===== config.mk =====
export PLATFORM = sky130hd
export DESIGN_NAME = iram_mon_ctrl
export DESIGN_NICKNAME = d
export VERILOG_FILES = /design/src/rtl/iram_mon_ctrl.sv
export SDC_FILE = /design/constraint.sdc
export NUM_CORES = 1
export LEC_CHECK = 0
export ABC_AREA = 1
export CAP_MARGIN = 25
export CORE_ASPECT_RATIO = 1.4
export CORE_MARGIN = 2
export CORE_UTILIZATION = 38
export CTS_BUF_LIST = sky130_fd_sc_hd__clkbuf_4
export DETAILED_ROUTE_END_ITERATION = 7
export GPL_ROUTABILITY_DRIVEN = 0
export HOLD_SLACK_MARGIN = 0.08
export PLACE_DENSITY = 0.79
export SYNTH_ARGS = -nofsm -noshare
export SYNTH_HDL_FRONTEND = slang
export SYNTH_SLANG_ARGS = --single-unit

===== constraint.sdc =====
create_clock -name clk -period 1.3 [get_ports clk]
set_input_delay 0.26 -clock clk [delete_from_list [all_inputs] [get_ports clk]]
set_output_delay 0.26 -clock clk [all_outputs]
set_load 0.02 [all_outputs]

===== src/rtl/iram_mon_ctrl.sv =====
// Monitor-side controller for the instruction RAM: starts/halts the CPU and
// steals the IRAM ports for single-word reads and writes while the CPU is halted.
module iram_mon_ctrl #(
  parameter int DRAIN_CYC = 4
) (
  input  logic        clk,
  input  logic        rst_n,
  input  logic        mon_run_req,
  input  logic [29:0] mon_start_adr,
  input  logic        mon_stop_req,
  input  logic        mon_rd_req,
  input  logic [9:0]  mon_rd_adr,
  input  logic        mon_wr_req,
  input  logic [9:0]  mon_wr_adr,
  input  logic [31:0] mon_wr_data,
  output logic [31:0] mon_rd_data,
  output logic        mon_rd_vld,
  output logic        mon_busy,
  output logic        mon_err,
  output logic [9:0]  i_ram_radr,
  output logic        i_read_sel,
  input  logic [31:0] i_ram_rdata,
  output logic [9:0]  i_ram_wadr,
  output logic [31:0] i_ram_wdata,
  output logic        i_ram_wen,
  output logic        cpu_start,
  output logic [29:0] start_adr,
  output logic        cpu_halt,
  output logic        rst_pipe,
  output logic        cpu_running
);

  typedef enum logic [2:0] {
    HALT   = 3'd0,
    RUN    = 3'd1,
    DRAIN  = 3'd2,
    RD_ADR = 3'd3,
    RD_DAT = 3'd4,
    WR     = 3'd5
  } state_t;

  localparam logic [3:0] DRAIN_LOAD = 4'(DRAIN_CYC - 1);

  state_t      state, state_nxt;
  logic [3:0]  drain_cnt, drain_cnt_nxt;
  logic [9:0]  rd_adr_q, wr_adr_q;
  logic [31:0] wr_data_q, rd_data_q;
  logic [29:0] start_adr_q;
  logic        rd_vld_q, err_q, start_q, pipe_q;
  logic        ld_rd, ld_wr, ld_start, cap_rd;
  logic        rd_vld_nxt, err_nxt, start_nxt, pipe_nxt;

  always_ff @(posedge clk or negedge rst_n) begin
    if (!rst_n) begin
      state     <= HALT;
      drain_cnt <= 4'd0;
    end else begin
      state     <= state_nxt;
      drain_cnt <= drain_cnt_nxt;
    end
  end

  // Only HALT accepts monitor requests; every other state either runs the CPU
  // or is busy with a sequence, so requests there are dropped or flagged.
  always_comb begin
    state_nxt     = state;
    drain_cnt_nxt = drain_cnt;
    ld_rd         = 1'b0;
    ld_wr         = 1'b0;
    ld_start      = 1'b0;
    cap_rd        = 1'b0;
    rd_vld_nxt    = 1'b0;
    err_nxt       = 1'b0;
    start_nxt     = 1'b0;
    pipe_nxt      = 1'b0;
    case (state)
      HALT: begin
        if (mon_wr_req) begin
          state_nxt = WR;
          ld_wr     = 1'b1;
        end else if (mon_rd_req) begin
          state_nxt = RD_ADR;
          ld_rd     = 1'b1;
        end else if (mon_run_req) begin
          state_nxt = RUN;
          ld_start  = 1'b1;
          start_nxt = 1'b1;
        end
      end
      RUN: begin
        if (mon_stop_req) begin
          state_nxt     = DRAIN;
          drain_cnt_nxt = DRAIN_LOAD;
        end
        if (mon_rd_req || mon_wr_req) begin
          err_nxt = 1'b1;
        end
      end
      DRAIN: begin
        if (drain_cnt == 4'd0) begin
          state_nxt = HALT;
          pipe_nxt  = 1'b1;
        end else begin
          drain_cnt_nxt = drain_cnt - 4'd1;
        end
      end
      RD_ADR: begin
        state_nxt = RD_DAT;
      end
      RD_DAT: begin
        state_nxt  = HALT;
        cap_rd     = 1'b1;
        rd_vld_nxt = 1'b1;
      end
      WR: begin
        state_nxt = HALT;
      end
      default: begin
        state_nxt = HALT;
      end
    endcase
  end

  always_ff @(posedge clk or negedge rst_n) begin
    if (!rst_n) begin
      rd_adr_q    <= 10'd0;
      wr_adr_q    <= 10'd0;
      wr_data_q   <= 32'd0;
      start_adr_q <= 30'd0;
      rd_data_q   <= 32'd0;
      rd_vld_q    <= 1'b0;
      err_q       <= 1'b0;
      start_q     <= 1'b0;
      pipe_q      <= 1'b0;
    end else begin
      if (ld_rd) begin
        rd_adr_q <= mon_rd_adr;
      end
      if (ld_wr) begin
        wr_adr_q  <= mon_wr_adr;
        wr_data_q <= mon_wr_data;
      end
      if (ld_start) begin
        start_adr_q <= mon_start_adr;
      end
      if (cap_rd) begin
        rd_data_q <= i_ram_rdata;
      end
      rd_vld_q <= rd_vld_nxt;
      err_q    <= err_nxt;
      start_q  <= start_nxt;
      pipe_q   <= pipe_nxt;
    end
  end

  assign mon_rd_data = rd_data_q;
  assign mon_rd_vld  = rd_vld_q;
  assign mon_err     = err_q;
  assign mon_busy    = (state == DRAIN) || (state == RD_ADR) ||
                       (state == RD_DAT) || (state == WR);
  assign i_read_sel  = (state == RD_ADR) || (state == RD_DAT);
  assign i_ram_radr  = rd_adr_q;
  assign i_ram_wen   = (state == WR);
  assign i_ram_wadr  = wr_adr_q;
  assign i_ram_wdata = wr_data_q;
  assign cpu_start   = start_q;
  assign start_adr   = start_adr_q;
  assign cpu_halt    = (state != RUN);
  assign cpu_running = (state == RUN);
  assign rst_pipe    = pipe_q;

endmodule


======== Word-level counts from Yosys, hierarchy flattened ========
Cells that the tools add are included.
operators by class
  $add $sub $neg .......................... 1
  equal/unequal tests ..................... 10
  mux-type cells .......................... 23
  reduce and logical (&&, ||, !) cells .... 10
operators by type and width
  cell                 number
  $mux 3               5
  $mux 1               14
  $pmux 3 s4           1
  $mux 4               2
  $pmux 4 s2           1
  $eq 3x2->1 const B   2
  $eq 3x3->1 const B   2
  $ne 2x2->1 const B   3
  $reduce_and 3->1     2
  $logic_or 1x1->1     5
  $logic_not 4->1      1
  $ne 4x4->1 const B   1
  $sub 4x1->4 const B  1
  $eq 3x1->1 const B   1
  $logic_not 3->1      1
  $ne 3x1->1 const B   1
  $reduce_bool 2->1    1
word-level totals
  flip-flop bits (word level) ............. 125
  input port bits ......................... 120
  output and inout port bits .............. 123
  logic and storage cells ................. 55

======== Longest topological paths before layout ========
  word-level depth ........................ 4
  depth in mapped cells ................... 8
  mapped depth without buffers ............ 8

======== Worst setup path after synthesis ========
Ideal clock, no wire load.
  path kind ............................... register to output
  start ................................... register state[1]
  end ..................................... output i_read_sel
  arrival time ............................ 1.182 ns
  required time ........................... 1.040 ns
  path slack .............................. -0.142 ns
  stages on the path, launching flop included .. 6
  buffers on the path ..................... 2
  cells stage by stage .................... dfrtp_1 buf_2 nor3_4 inv_2 buf_2 nand2_1
between the ends
  longest elaborated chain between the ends .. 2
  elaborated cells between the ends (all ways) .. 3
  classes of those cells .................. 2 x eq/ne; 1 x reduce/logical
RTL lines
  what                                             RTL line  RTL
  from (decl)                                      44        state_t state, state_nxt;
  from (signal assigned)                           58        state <= state_nxt;
  $eq 3x2->1 / $eq 3x3->1 (equally long branches)  161       assign i_read_sel = (state == RD_ADR) || (state == RD_DAT);
  $logic_or 1x1->1 *                               161
  to (decl)                                        21        output logic i_read_sel,
Every way passes the cells marked *; elsewhere a longest branch is shown, timed or not.

======== Worst setup path after layout ========
  start ................................... register state[1]
  end ..................................... register rd_adr_q[9] (netlist: i_ram_radr[9])
between the ends
  longest elaborated chain between the ends .. 2
RTL lines
  what                  RTL line  RTL
  $logic_not 3->1       76        case (state)
  $mux 1                76
  to (signal assigned)  137       rd_adr_q <= mon_rd_adr;
  to (decl)             46        logic [9:0] rd_adr_q, wr_adr_q;
Every way passes these cells.
A chain may end at the register's enable or synchronous reset.

==> out/results.tsv <==
stage	metric	value	unit
timing	setup_ws	-539	ps
cts	worstSkewPairLatency	530	ps
global_routing	grt_pass1_vias	5028	
cells_and_area	layout.cells.non_filler	1094	
synthesis	ys.flop_type	dfrtp_1	
cts	h-tree-depth	4	
timing	hold_viol_final	0	
floorplanning	ioPinCount	243	
worst_setup_path	cp_data_required_time	1730	ps
routing	drt-total-wl	19000	um
routing	wl_per_cell	17.4	um
timing	period_share	141	%
worst_setup_path	crit_fanout	6	
timing	setup_tns	-41280	ps
worst_setup_path	start_kind	flip-flop	
synthesis	synth_top_area_share	62.7	%
synthesis	seq_area_frac_synth	62.7	%
cells_and_area	fillerInstances	798	
cells_and_area	mostFrequentLayoutCell	nand2_1	
cells_and_area	regArea	0.00313	mm2
cts	cts_made_buffers	17	
cts	numClockSinks	125	
floorplanning	initial_core_util	38.9	%
synthesis	syn_area	0.00499	mm2
synthesis	synth_edf_count	0	
run_status	run_status	finished, violations left	
placed_design	dp_slack	-398	ps
worst_hold_path	whs_path_depth	3	
routing	drc	0	
worst_setup_path	r2r_cells	8	
placed_design	hpwl	10100	um
worst_setup_path	critical_path_class	flip-flop to flip-flop	
floorplanning	die_w	101	um
job	maxCapViolations	0	
timing	fin_crit	1840	ps
floorplanning	rows	49	
timing	grt_setup_unrepaired	yes	
cts	clockBufferDepth	2	
timing	slew_headroom	67.7	%
routing	drtAntennaViolNets	0	
floorplanning	coreArea	0.0128	mm2
cts	clk_pin_slew_worst_paths	150	ps
global_routing	grt_max_degree	86	
cells_and_area	syn2layout_area_growth	97.4	%
routing	drtIter0Drc	209	
cts	cts_root_buffer	clkbuf_4	
floorplanning	die_h	140	um
pwr	powerDensity	2590	mW/mm2
worst_setup_path	critPathCaptureType	flip-flop	
global_routing	overflow	0	
timing	max_freq	544	MHz
routing	first_pass_iters	4	
timing	maxSlewViolCount	0	
synthesis	avgSynthCellArea	8.84	um2
routing	num_vias	5307	
placed_design	io_buffers	242	
global_routing	grt_usage	23.2	%
placed_design	dp.cells	961	
synthesis	synthCells	564	
timing	tightest_slew	484	ps
floorplanning	die_area	0.0141	mm2
cells_and_area	drive_gt1_share	42.7	%
worst_hold_path	hp-class	input port to flip-flop	
timing	finalClockSkew	27.6	ps
global_routing	grt_pass1_wl	25200	um
pwr	p_total	0.0255	W
timing	hold_slack	251	ps
synthesis	yosysTopAreaCell	dfrtp_1	
pwr	ir_worst_vdd	0.00158	V
pwr	leakage	5.04	nW
synthesis	yosysWarnings	0	
synthesis	yosys_register_bits	125	
cells_and_area	final_nets	1049	
global_routing	antenna_found_initial	1	
synthesis	ys_types	22	
cts	cts_tree	built	
cells_and_area	multi_input_area	0.00209	mm2
routing	avgViaCountPerCell	4.85	
synthesis	async_flop_share	100	%
worst_setup_path	cp_data_arrival_time	2270	ps
run_status	failed_checks	setup timing	
timing	finalSetupViolations	234	
cells_and_area	layout_common_cells	nand2_1, buf_6, dfrtp_1	
synthesis	syn_nets	686	
synthesis	synthTopCellsByArea	dfrtp_1, nand2_1, nand3_1, buf_2, inv_1	
timing repair:
action	CTS	global route
resized for setup	763	154
hold buffers	1	0
endpoints found under the hold margin	125	0
pin swaps	3	17
gates cloned	7	10
endpoints found under the setup margin	213	246
buffers inserted	30	56
where the power goes:
group	switching [W]	internal (W)	total, W
Clock	0.00162	0.00152	0.00314
Combinational	0.00718	0.00803	0.0152
Sequential	0.00149	0.00569	0.00718
Total	0.0103	0.0152	0.0255
worst max-delay path: stages (launching register included):
cell	delay [ps]
dfrtp_2	490
buf_6	150
buf_6	110
nor3_4	200
buf_6	150
buf_12	100
nand3_4	130
buf_8	180
o21ai_1	250
path summary, 6_finish.rpt:
kind | from | slack [ps] | end
setup / recovery | state[1] | -540 | i_ram_radr[9]
hold / removal | mon_rd_adr[0] | 250 | i_ram_radr[0]
setup reg to reg | state[1] | -540 | i_ram_radr[9]
hold reg to reg | mon_rd_data[5] | 510 | mon_rd_data[5]
max in group asynchronous | rst_n | 520 | start_adr[2]
min in group asynchronous | rst_n | 270 | i_ram_radr[6]
kinds of logic (layout without fill, tap and decap cells):
logic type      Yosys count  in the layout  synth area share, %
simple gates            368            368                 29.8
flops                   125            125                 62.7
buf+inv                  53            429                 5.27
compound gates           15             15                 1.51
fa+ha+maj                 2              2                0.502
xor+xnor                  1              1                0.176
other cells               0              1                    0
stage by stage:
stage	utilization, %	cell area [um2]
2_1_floorplan	-	5010
3_3_place_gp	60.6	7760
3_5_place_dp	60.6	7760
4_1_cts	68.5	8780
5_1_grt	76.8	9840
6_report	76.8	9840
area by class of cell:
cell class / count / share of cell area (%)
Inverter: 24 / 0.991
Antenna cell: 1 / 0.0254
Timing Repair Buffer: 373 / 40.7
Tap cell: 153 / 1.94
Clock buffer: 17 / 1.30
Sequential cell: 125 / 31.8
Clock inverter: 15 / 1.97
Multi-Input combinational cell: 386 / 21.2
state kept, by name, summed over array words and instances (netlist names), 3 cells and up:
name         count
i_ram_wdata     32
state            3
drain_cnt        4
start_adr       30
i_ram_radr      10
i_ram_wadr      10
mon_rd_data     32
cells in the mapped netlist (4+ instances only):
cell      count
buf_2        15
nand2_1     300
clkbuf_1      5
nand3_1      50
buf_6         4
o21ai_1      14
inv_1        20
inv_2         4
dfrtp_1     125
nor2_1        9
buf_4         4
routing by layer:
layer  track usage, %  vias to the layer above  part of all wire, %  wire (um)
li1                 -                     2489                    -          -
met1             26.6                     2551                   37       7110
met2             40.3                      210                   53      10100
met3             5.12                       57                  4.8        919
met4             11.0                        0                  4.5        851
met5                0                        -                    0          0
Power figures use the tool's default switching activity.
==> RTL edit (same flow settings) <==
Make the reset (`rst_n`) synchronous in 2 clocked blocks.
--- a/src/rtl/iram_mon_ctrl.sv
+++ b/src/rtl/iram_mon_ctrl.sv
@@ -52,3 +52,3 @@
 
-  always_ff @(posedge clk or negedge rst_n) begin
+  always_ff @(posedge clk) begin
     if (!rst_n) begin
@@ -123,3 +123,3 @@
 
-  always_ff @(posedge clk or negedge rst_n) begin
+  always_ff @(posedge clk) begin
     if (!rst_n) begin
Behaviour: differs if rst_n is asserted again (counterexample within 4 cycles, from zero or initial values and one cycle with rst_n low); with rst_n held inactive, the same outputs for 10 cycles.
==> RTL edit against the unedited design <==
- the run still ends with setup timing left
- critical path depth is 4 lower
- non-clock buffer count is 83 lower
- sequential cell count stayed put
- count of clock-buffer cells in the layout is 1 higher
- via count is 3.3% lower
- clock skew is 12 ps lower
- final area is 15% lower
- sequential share of layout area is 0.10 points higher
- area after synthesis is 9.1% lower
- wire length is 15% lower
- setup slack better by 190 ps
- maximum frequency is 11% higher
- highest routed layer unchanged
Power is not compared: it rests on default switching activity, and its combinational part moved more than twofold at a synthesized area within 25%.
==> RTL edit: results (changes against the unedited design) <==
[metrics] crit path to: mon_busy
[metrics] worst stage delay on the critical path: 410 ps (-80 ps)
[metrics] primary flip-flop cell chosen by synthesis mapping: sky130_fd_sc_hd__dfxtp_1
[metrics] Detailed Routing Iterations Pass 1: 5 (+1)
[metrics] slowest cell on the critical path: sky130_fd_sc_hd__dfxtp_4
[metrics] launch instance of the worst register-to-register path: state[1]
[metrics] endpoint class of the critical path: output port
[metrics] R2R setup slack: -290 ps (+250 ps)
[metrics] Nets: 977 (-6.9%)
[metrics] worst reg2reg path endpoint: start_adr[11]
[metrics] antenna violations before repair: 0 (-1)
[metrics] clock tree skew after final layout: 16.0 ps (-11.7 ps)
[metrics] share of post-route cells with drive strength above 1: 41.9% (-0.79 points)
[metrics] number of global-route vias before repair: 4911 (-2.3%)
[metrics] post-synthesis sequential area ratio: 55.2% (-7.5 points)
[metrics] vias per cell: 5.06 (+4.3%)
[metrics] worst path arrival time: 1390 ps (-880 ps)
[metrics] global-route total usage across every layer: 23.2% (+0.065 points)
[metrics] final count of negative-setup-slack endpoints: 123 (-47%)
[metrics] ranking of synthesized cells by area: sky130_fd_sc_hd__dfxtp_1 55%, sky130_fd_sc_hd__nor2_1 13%, sky130_fd_sc_hd__o21ai_0 8.0%
[metrics] total nets after synthesis: 707 (+3.1%)
[metrics] crit path setup slack, layout: -354 ps (+185 ps)
[metrics] violations in the final reports: setup timing
[metrics] kind of cell adding the most delay to the critical path: flip-flops
[metrics] run status: complete, but fails checks
[metrics] logic depth of the worst register-to-register path: 10 (+2)
[metrics] headroom to the max-slew limit: 80.1% (+12 points)
[metrics] wire per inst: 15.9 um (-8.4%)
[metrics] maximum number of pins on one net before global-route repair: 53 (-38%)
## RTL edit: tightest hold or removal path: stages
cell and delay [ps]:
sky130_fd_sc_hd__buf_2 140, sky130_fd_sc_hd__inv_2 120, sky130_fd_sc_hd__nor2_1 110
## RTL edit: metrics by stage
step / power [W] / worst slack (ps) / setup TNS, ps / cell area (sq um)
after floorplan: 0.00824 / -9.76 / -9.76 / 4550
after global placement: 0.0110 / -329 / -22570 / 7310
after detailed placement: 0.0112 / -391 / -29830 / 7310
after CTS: 0.0145 / -372 / -15660 / 7920
after global routing: 0.0162 / -448 / -33160 / 8330
final: 0.0154 / -354 / -21240 / 8330
## RTL edit: timing repair
item                       4_1_cts  5_1_grt
setup endpoints to repair      241      244
gates resized for setup        839       69
gates cloned                     0        7
pin swaps                        1        6
setup buffers                    8        2
## RTL edit: worst min path at each step
| stage | slack [ps] | from | to | cells after the start |
|---|---|---|---|---|
| finish | 140 | rst_n | mon_rd_vld | 3 |
| global route | 110 | rst_n | mon_rd_vld | 3 |
| CTS | 90 | rst_n | mon_rd_vld | 3 |
| detailed placement | 450 | i_ram_wdata[12] | i_ram_wdata[12] | 2 |
| global placement | 450 | i_ram_wadr[4] | i_ram_wadr[4] | 2 |
| floorplan | 420 | mon_start_adr[29] | start_adr[29] | 2 |
## RTL edit: cell families after synthesis
| kind of cell | synth area share (%) |
|---|---|
| AND/OR/NAND/NOR | 25.7 |
| XOR/XNOR | 0.193 |
| AO/OA/AOI/OAI | 13.0 |
| flip-flops | 55.2 |
| buffers and inverters | 5.25 |
| adder cells (fa/ha/maj) | 0.552 |
## RTL edit: layout make-up
type / instances / area share [%]
Multi-Input combinational cell: 405 / 23.6
Clock buffer: 18 / 1.62
Sequential cell: 125 / 31.9
Clock inverter: 13 / 1.80
Tap cell: 147 / 2.21
Inverter: 16 / 0.841
Timing Repair Buffer: 290 / 38.1
## RTL edit: where the power goes
part / internal, W / switching [W] / total [W]
Clock: 0.00132 / 0.00144 / 0.00276
Sequential: 0.00477 / 0.000601 / 0.00537
Combinational: 0.00355 / 0.00373 / 0.00727
Total: 0.00964 / 0.00577 / 0.0154
## RTL edit: layer usage
metal	vias to the layer above	track usage, %	wire [um]
met5	-	0	0
met3	28	8.54	1330
li1	2454	-	-
met4	0	7.54	354
met1	2421	23.8	5730
met2	228	42.4	8730
